`src/rtl/dvp_pkg.sv`:
```
// Shared types for the DVP transmitter: frame FSM states and the colour-bar palette.
package dvp_pkg;

  typedef enum logic [2:0] {
    IDLE,
    VSYNC,
    VBP,
    ACTIVE,
    VFP
  } dvp_state_t;

  localparam logic [15:0] RGB_WHITE   = 16'hFFFF;
  localparam logic [15:0] RGB_YELLOW  = 16'hFFE0;
  localparam logic [15:0] RGB_CYAN    = 16'h07FF;
  localparam logic [15:0] RGB_GREEN   = 16'h07E0;
  localparam logic [15:0] RGB_MAGENTA = 16'hF81F;
  localparam logic [15:0] RGB_RED     = 16'hF800;
  localparam logic [15:0] RGB_BLUE    = 16'h001F;
  localparam logic [15:0] RGB_BLACK   = 16'h0000;

  function automatic logic [15:0] bar_rgb(input logic [2:0] idx);
    logic [15:0] c;
    case (idx)
      3'd0:    c = RGB_WHITE;
      3'd1:    c = RGB_YELLOW;
      3'd2:    c = RGB_CYAN;
      3'd3:    c = RGB_GREEN;
      3'd4:    c = RGB_MAGENTA;
      3'd5:    c = RGB_RED;
      3'd6:    c = RGB_BLUE;
      default: c = RGB_BLACK;
    endcase
    return c;
  endfunction

endpackage

```
`src/rtl/dvp_pattern_gen.sv`:
```
// Eight vertical colour bars: registered RGB565 colour for the given pixel column.
module dvp_pattern_gen
  import dvp_pkg::*;
#(
  parameter logic [11:0] CMOS_H_PIXEL = 12'd640
) (
  input  logic        cmos_pclk,
  input  logic        rst,
  input  logic [11:0] pixel_x,
  output logic [15:0] rgb
);

  logic [14:0] scaled;
  logic [14:0] bar_idx;

  always_comb begin
    scaled  = {pixel_x, 3'b000};
    bar_idx = scaled / 15'(CMOS_H_PIXEL);
  end

  always_ff @(posedge cmos_pclk or posedge rst) begin
    if (rst) begin
      rgb <= '0;
    end else if (bar_idx > 15'd7) begin
      rgb <= RGB_BLACK;
    end else begin
      rgb <= bar_rgb(bar_idx[2:0]);
    end
  end

endmodule

```
`src/rtl/dvp_tx.sv`:
```
// OV5640-style DVP transmitter: RGB565 pixel stream to vsync/href/8-bit data on cmos_pclk.
// Define DVP_TX_PATTERN_EN to replace the external stream with an internal 8-bar pattern.
module dvp_tx
  import dvp_pkg::*;
#(
  parameter logic [11:0] CMOS_H_PIXEL = 12'd640,
  parameter logic [11:0] CMOS_V_PIXEL = 12'd480,
  parameter logic [15:0] VSYNC_LEN    = 16'd1920,
  parameter logic [7:0]  V_BP_LINES   = 8'd4,
  parameter logic [7:0]  V_FP_LINES   = 8'd4,
  parameter logic [11:0] H_BLANK      = 12'd256
) (
  input  logic        cmos_pclk,
  input  logic        rst,
  input  logic        tx_en,
  input  logic        pix_valid,
  input  logic [15:0] pix_data,
  output logic        pix_ready,
  output logic        cmos_vsync,
  output logic        cmos_href,
  output logic [7:0]  cmos_data,
  output logic [15:0] frame_cnt,
  output logic        underflow
);

  localparam logic [12:0] ACT_BYTES = {CMOS_H_PIXEL, 1'b0};
  localparam logic [12:0] LINE_LEN  = ACT_BYTES + 13'(H_BLANK);
  localparam logic [16:0] VS_TOTAL  = 17'(VSYNC_LEN) + 17'(H_BLANK);

  dvp_state_t  state;
  dvp_state_t  state_nxt;
  logic [12:0] byte_cnt;
  logic [11:0] line_cnt;
  logic [16:0] vs_cnt;

  logic        line_end;
  logic        vs_end;
  logic        bp_last;
  logic        act_last;
  logic        fp_last;
  logic        frame_end;

  logic        vsync_d;
  logic        href_d;
  logic [7:0]  data_d;
  logic [7:0]  hi_byte;
  logic [7:0]  lo_byte;
  logic        starve;

  always_comb begin
    line_end  = (byte_cnt == LINE_LEN - 13'd1);
    vs_end    = (vs_cnt == VS_TOTAL - 17'd1);
    bp_last   = (line_cnt == {4'b0, V_BP_LINES} - 12'd1);
    act_last  = (line_cnt == CMOS_V_PIXEL - 12'd1);
    fp_last   = (line_cnt == {4'b0, V_FP_LINES} - 12'd1);
    frame_end = (state == VFP) && line_end && fp_last;
  end

  always_ff @(posedge cmos_pclk or posedge rst) begin
    if (rst) begin
      state <= IDLE;
    end else begin
      state <= state_nxt;
    end
  end

  always_comb begin
    state_nxt = state;
    case (state)
      IDLE:    if (tx_en)                 state_nxt = VSYNC;
      VSYNC:   if (vs_end)                state_nxt = VBP;
      VBP:     if (line_end && bp_last)   state_nxt = ACTIVE;
      ACTIVE:  if (line_end && act_last)  state_nxt = VFP;
      VFP:     if (frame_end)             state_nxt = tx_en ? VSYNC : IDLE;
      default:                            state_nxt = IDLE;
    endcase
  end

  // Counters restart on every phase change so each phase times itself from zero.
  always_ff @(posedge cmos_pclk or posedge rst) begin
    if (rst) begin
      byte_cnt <= '0;
      line_cnt <= '0;
      vs_cnt   <= '0;
    end else if (state_nxt != state) begin
      byte_cnt <= '0;
      line_cnt <= '0;
      vs_cnt   <= '0;
    end else begin
      case (state)
        VSYNC: vs_cnt <= vs_cnt + 17'd1;
        VBP, ACTIVE, VFP: begin
          if (line_end) begin
            byte_cnt <= '0;
            line_cnt <= line_cnt + 12'd1;
          end else begin
            byte_cnt <= byte_cnt + 13'd1;
          end
        end
        default: ;
      endcase
    end
  end

  always_comb begin
    vsync_d = (state == VSYNC) && (vs_cnt < 17'(VSYNC_LEN));
    href_d  = (state == ACTIVE) && (byte_cnt < ACT_BYTES);
  end

`ifdef DVP_TX_PATTERN_EN
  logic [11:0] pat_x;
  logic [15:0] pat_rgb;

  // The generator is registered, so it is fed the column one cycle ahead; the last
  // blanking cycle of any line primes column 0 for the next line.
  always_comb begin
    pat_x = line_end ? '0 : 12'((byte_cnt + 13'd1) >> 1);
  end

  dvp_pattern_gen #(
    .CMOS_H_PIXEL(CMOS_H_PIXEL)
  ) u_pattern (
    .cmos_pclk(cmos_pclk),
    .rst      (rst),
    .pixel_x  (pat_x),
    .rgb      (pat_rgb)
  );

  always_comb begin
    pix_ready = 1'b0;
    starve    = 1'b0;
    hi_byte   = pat_rgb[15:8];
    lo_byte   = pat_rgb[7:0];
  end
`else
  logic [7:0] lo_q;

  always_comb begin
    pix_ready = href_d && !byte_cnt[0];
    starve    = pix_ready && !pix_valid;
    hi_byte   = pix_valid ? pix_data[15:8] : '0;
    lo_byte   = lo_q;
  end

  always_ff @(posedge cmos_pclk or posedge rst) begin
    if (rst) begin
      lo_q <= '0;
    end else if (pix_ready) begin
      lo_q <= pix_valid ? pix_data[7:0] : '0;
    end
  end
`endif

  always_comb begin
    data_d = '0;
    if (href_d) begin
      data_d = byte_cnt[0] ? lo_byte : hi_byte;
    end
  end

  always_ff @(posedge cmos_pclk or posedge rst) begin
    if (rst) begin
      cmos_vsync <= 1'b0;
      cmos_href  <= 1'b0;
      cmos_data  <= '0;
      frame_cnt  <= '0;
      underflow  <= 1'b0;
    end else begin
      cmos_vsync <= vsync_d;
      cmos_href  <= href_d;
      cmos_data  <= data_d;
      if (frame_end) begin
        frame_cnt <= frame_cnt + 16'd1;
      end
      if (starve) begin
        underflow <= 1'b1;
      end
    end
  end

endmodule
```
`config.mk`:
```
export PLATFORM = sky130hd
export DESIGN_NAME = dvp_tx
export DESIGN_NICKNAME = d
export VERILOG_FILES = /design/src/rtl/dvp_pkg.sv /design/src/rtl/dvp_pattern_gen.sv /design/src/rtl/dvp_tx.sv
export SDC_FILE = /design/constraint.sdc
export NUM_CORES = 1
export LEC_CHECK = 0
export ABC_AREA = 1
export CAP_MARGIN = 25
export CORE_MARGIN = 2
export CORE_UTILIZATION = 45
export CTS_CLUSTER_SIZE = 12
export DETAILED_ROUTE_END_ITERATION = 10
export PLACE_DENSITY = 0.64
export SYNTH_ARGS = -nofsm -noshare
export SYNTH_HDL_FRONTEND = slang
export SYNTH_SLANG_ARGS = --single-unit
```
`constraint.sdc`:
```
create_clock -name cmos_pclk -period 2.75 [get_ports cmos_pclk]
set_clock_uncertainty 0.15 [all_clocks]
set_input_delay 0.275 -clock cmos_pclk [delete_from_list [all_inputs] [get_ports cmos_pclk]]
set_output_delay 0.275 -clock cmos_pclk [all_outputs]
set_load 0.03 [all_outputs]
```
==> metrics.yaml, run 1 <==
routedWlPerCell_um: 12.86
leakagePower_uw: 0.002521
switching_share: 0.2404
clock_latency_ns: 0.36
p_per_area_nw_per_um2: 406.4
nNetsFinal: 634
num_vias: 3772
globalplace.congestion: 0.8783
die_w_um: 103.1
power_frac_clock: 0.428
synthMuxAreaShare: 0
ant_nets: 0
max_clock_freq_mhz: 398.5
die_h_um: 103.1
synth-adder-area-share: 0.01132
r2r_cells: 14
synth_xor_area_frac: 0.05944
cts_tree: "yes"
path_max_fanout: 16
final_common_cell: "nand2_1"
overflow: 0
mostFrequentLayoutCells: "128 x nand2_1, 80 x dfrtp_1, 75 x nor2_1"
yosysSeqAreaShare: 0.4529
syn_area_um2: 4420
drc: 0
async_reset_ff_frac: 1.000
outcome: "complete, no violations"
initial_core_util: 0.4586
wirelength_mm: 9.616
crit_path_start: "byte_cnt[1]"
drive_gt1_frac: 0.1024
drt-pass1-iter-count: 4
min_path_type: "in -> async"
crit_arrival_ns: 2.64
maxSlewHeadroom: 0.6129
core_area_um2: 9639
power_frac_comb: 0.029
synth_top_family_by_area: "simple AND/OR/NAND/NOR gates"
ys.warnings.count: 0
drt_iter0_markers: 204
ys.flop_type: "dfrtp_1"
r2r-start: "byte_cnt[1]"
synth-simple-area-share: 0.3272
max-cap-violations: 0
criticalPathCategory: "reg -> reg"
ir_drop_mv: 0.2463
clockRootBuffer: "clkbuf_8"
cts_buffers: 9
synth_compound_area_frac: 0.06935
r2r_slack_ns: 0.24
slew_viol_final: 0
synth.net_count: 577
r2r-end: "vs_cnt[13]"
p_switching_uw: 520.4
clock-sinks: 80
antenna_found_initial: 0
grt_max_degree: 49
grt_pass1_wl_mm: 16.75
syn_to_final_growth_pct: 20.52
dpl.cell_count: 729
rows: 36
cts_hold_buf: 0
worstPathRequired_ns: 2.88
fin_crit_sh: 0.9126
tightest_slew_ns: 0.5789
dpl_cell_area_um2: 5069
yosys.cell_types.count: 36
dp_hpwl_mm: 6.790
critPathLaunchType: "flop"
cts_buffer_depth: 2
endpoint_kind: "flop"
syn-instance-count: 553
final_area_um2: 5328
grt_pass1_vias: 3812
viasPerCell: 5.043
power_uw: 2165
dieArea_um2: 10630
setup_viol: 0
insertedDiodeCount: 0
path_clk_slew_ns: 0.09
htree_num_levels: 3
period_needed_ns: 2.510
hold_violations: 0
avgSynthCellArea_um2: 7.994
groute.usage.overall: 0.1955
ios: 48
fin_cells: 748
p_seq_frac: 0.543
synth_edf_count: 0
io_buffers: 47
fin_hold_ws_ns: 0.1354
internal_power_uw: 1645
synth-seq-cells: 80
## layout make-up
type	instances	area, µm²
clock buffers	9	123.9
fillers	925	4312
inverters	66	249.0
multi-input cells	390	2100
well taps	133	166.4
flip-flops and latches	80	2002
repair buffers	63	600.6
clock inverters	7	86.33
## flip-flops by register name, indices dropped and copies added, names as in the netlist
signal,count
line_cnt,12
cmos_href,1
lo_byte,8
underflow,1
frame_cnt,16
vs_cnt,17
state,3
cmos_data,8
byte_cnt,13
cmos_vsync,1
## layer usage
layer,wire length [µm],share of wire,track usage,vias up
met5,0,0,0,-
met1,4681,0.49,0.2532,1780
met3,349,0.036,0.03051,9
li1,-,-,-,1916
met4,104,0.011,0.06781,0
met2,4481,0.47,0.3337,67
## critical path, stage by stage (launching register included)
cell and delay [ns]:
dfrtp_1 0.39, ha_1 0.20, nand2_1 0.09, nor2_2 0.17, nand2_2 0.10, nor2_4 0.20
nand2_1 0.09, nand2_2 0.09, nand2_2 0.06, nor2_2 0.10, nand3_1 0.12, nand2_4 0.17
nand2_8 0.13, buf_4 0.21, nor3b_2 0.16
## repair_timing
action | in CTS | in global routing
gates resized for setup | 0 | 4
setup buffers | 0 | 2
endpoints found under the setup margin | 0 | 26
## worst max path at each step
stage                        endpoint  depth (start not counted)
after floorplan           byte_cnt[0]                          1
after global routing       vs_cnt[14]                         14
after detailed placement  byte_cnt[1]                         15
final                      vs_cnt[13]                         14
after global placement    byte_cnt[3]                         15
after CTS                 byte_cnt[1]                         15
## power groups by stage
stage	registers (µW)	clock network, µW	logic [µW]
floorplan	1200	0	21.2
CTS	1180	951	64.7
detailed placement	1200	0	64.4
global route	1180	998	70.4
finish	1180	927	61.9
global placement	1200	0	64.1
## metrics by stage
| stage | setup TNS [ns] | setup WS [ns] | utilization |
|---|---|---|---|
| 2_1_floorplan | 0 | 0.2733 | - |
| 3_3_place_gp | 0 | 0.3445 | 0.5258 |
| 3_5_place_dp | 0 | 0.1905 | 0.5258 |
| 4_1_cts | 0 | 0.1621 | 0.5476 |
| 5_1_grt | -0.0001872 | -0.0001872 | 0.5527 |
| 6_report | 0 | 0.2403 | 0.5527 |
## synthesized netlist by cell type (2+ instances only)
library cell / instances / area [µm²]
a21oi_1: 5 / 25.02
and3_1: 2 / 12.51
buf_1: 3 / 11.26
buf_2: 6 / 30.03
buf_6: 4 / 45.04
clkbuf_1: 5 / 18.77
dfrtp_1: 80 / 2002
ha_1: 4 / 50.05
inv_1: 61 / 229.0
inv_2: 5 / 18.77
nand2_1: 128 / 480.5
nand2_2: 4 / 25.02
nand3_1: 42 / 210.2
nand4_1: 25 / 156.4
nor2_1: 75 / 281.5
nor2_2: 4 / 25.02
nor2_4: 3 / 33.78
nor3_1: 9 / 45.04
nor3_2: 4 / 40.04
nor3b_1: 3 / 22.52
nor3b_2: 5 / 62.56
nor4_1: 3 / 18.77
o2111ai_1: 12 / 105.1
o21ai_0: 14 / 70.07
o31ai_1: 8 / 60.06
xnor2_1: 8 / 70.07
xor2_1: 22 / 192.7
## kinds of logic (layout without fill, tap and decap cells)
family,after synthesis,count (layout)
AOI/OAI and AO/OA,45,45
xor gates and xnor gates,30,30
adders and majority gates,4,4
buffers and inverters,84,145
DFF,80,80
and+or+nand+nor,310,311
Note: power is estimated with default switching activity, not from simulation.
==> run 2, diff against run 1 <==
Settings changed: SYNTH_HIERARCHICAL from default to 1.
==> results of run 2 <==
Same layout as run 1: the final DEF is identical, and so are final timing and power.
Main changes from that run: Yosys warning count 0 -> 6
==> run 3, diff against run 2 <==
Settings changed: CAP_MARGIN 25 to default.
==> results of run 3 <==
Same layout as run 1: the final DEF is identical, and so are final timing and power.
Main changes from that run: Yosys warning count 0 -> 6
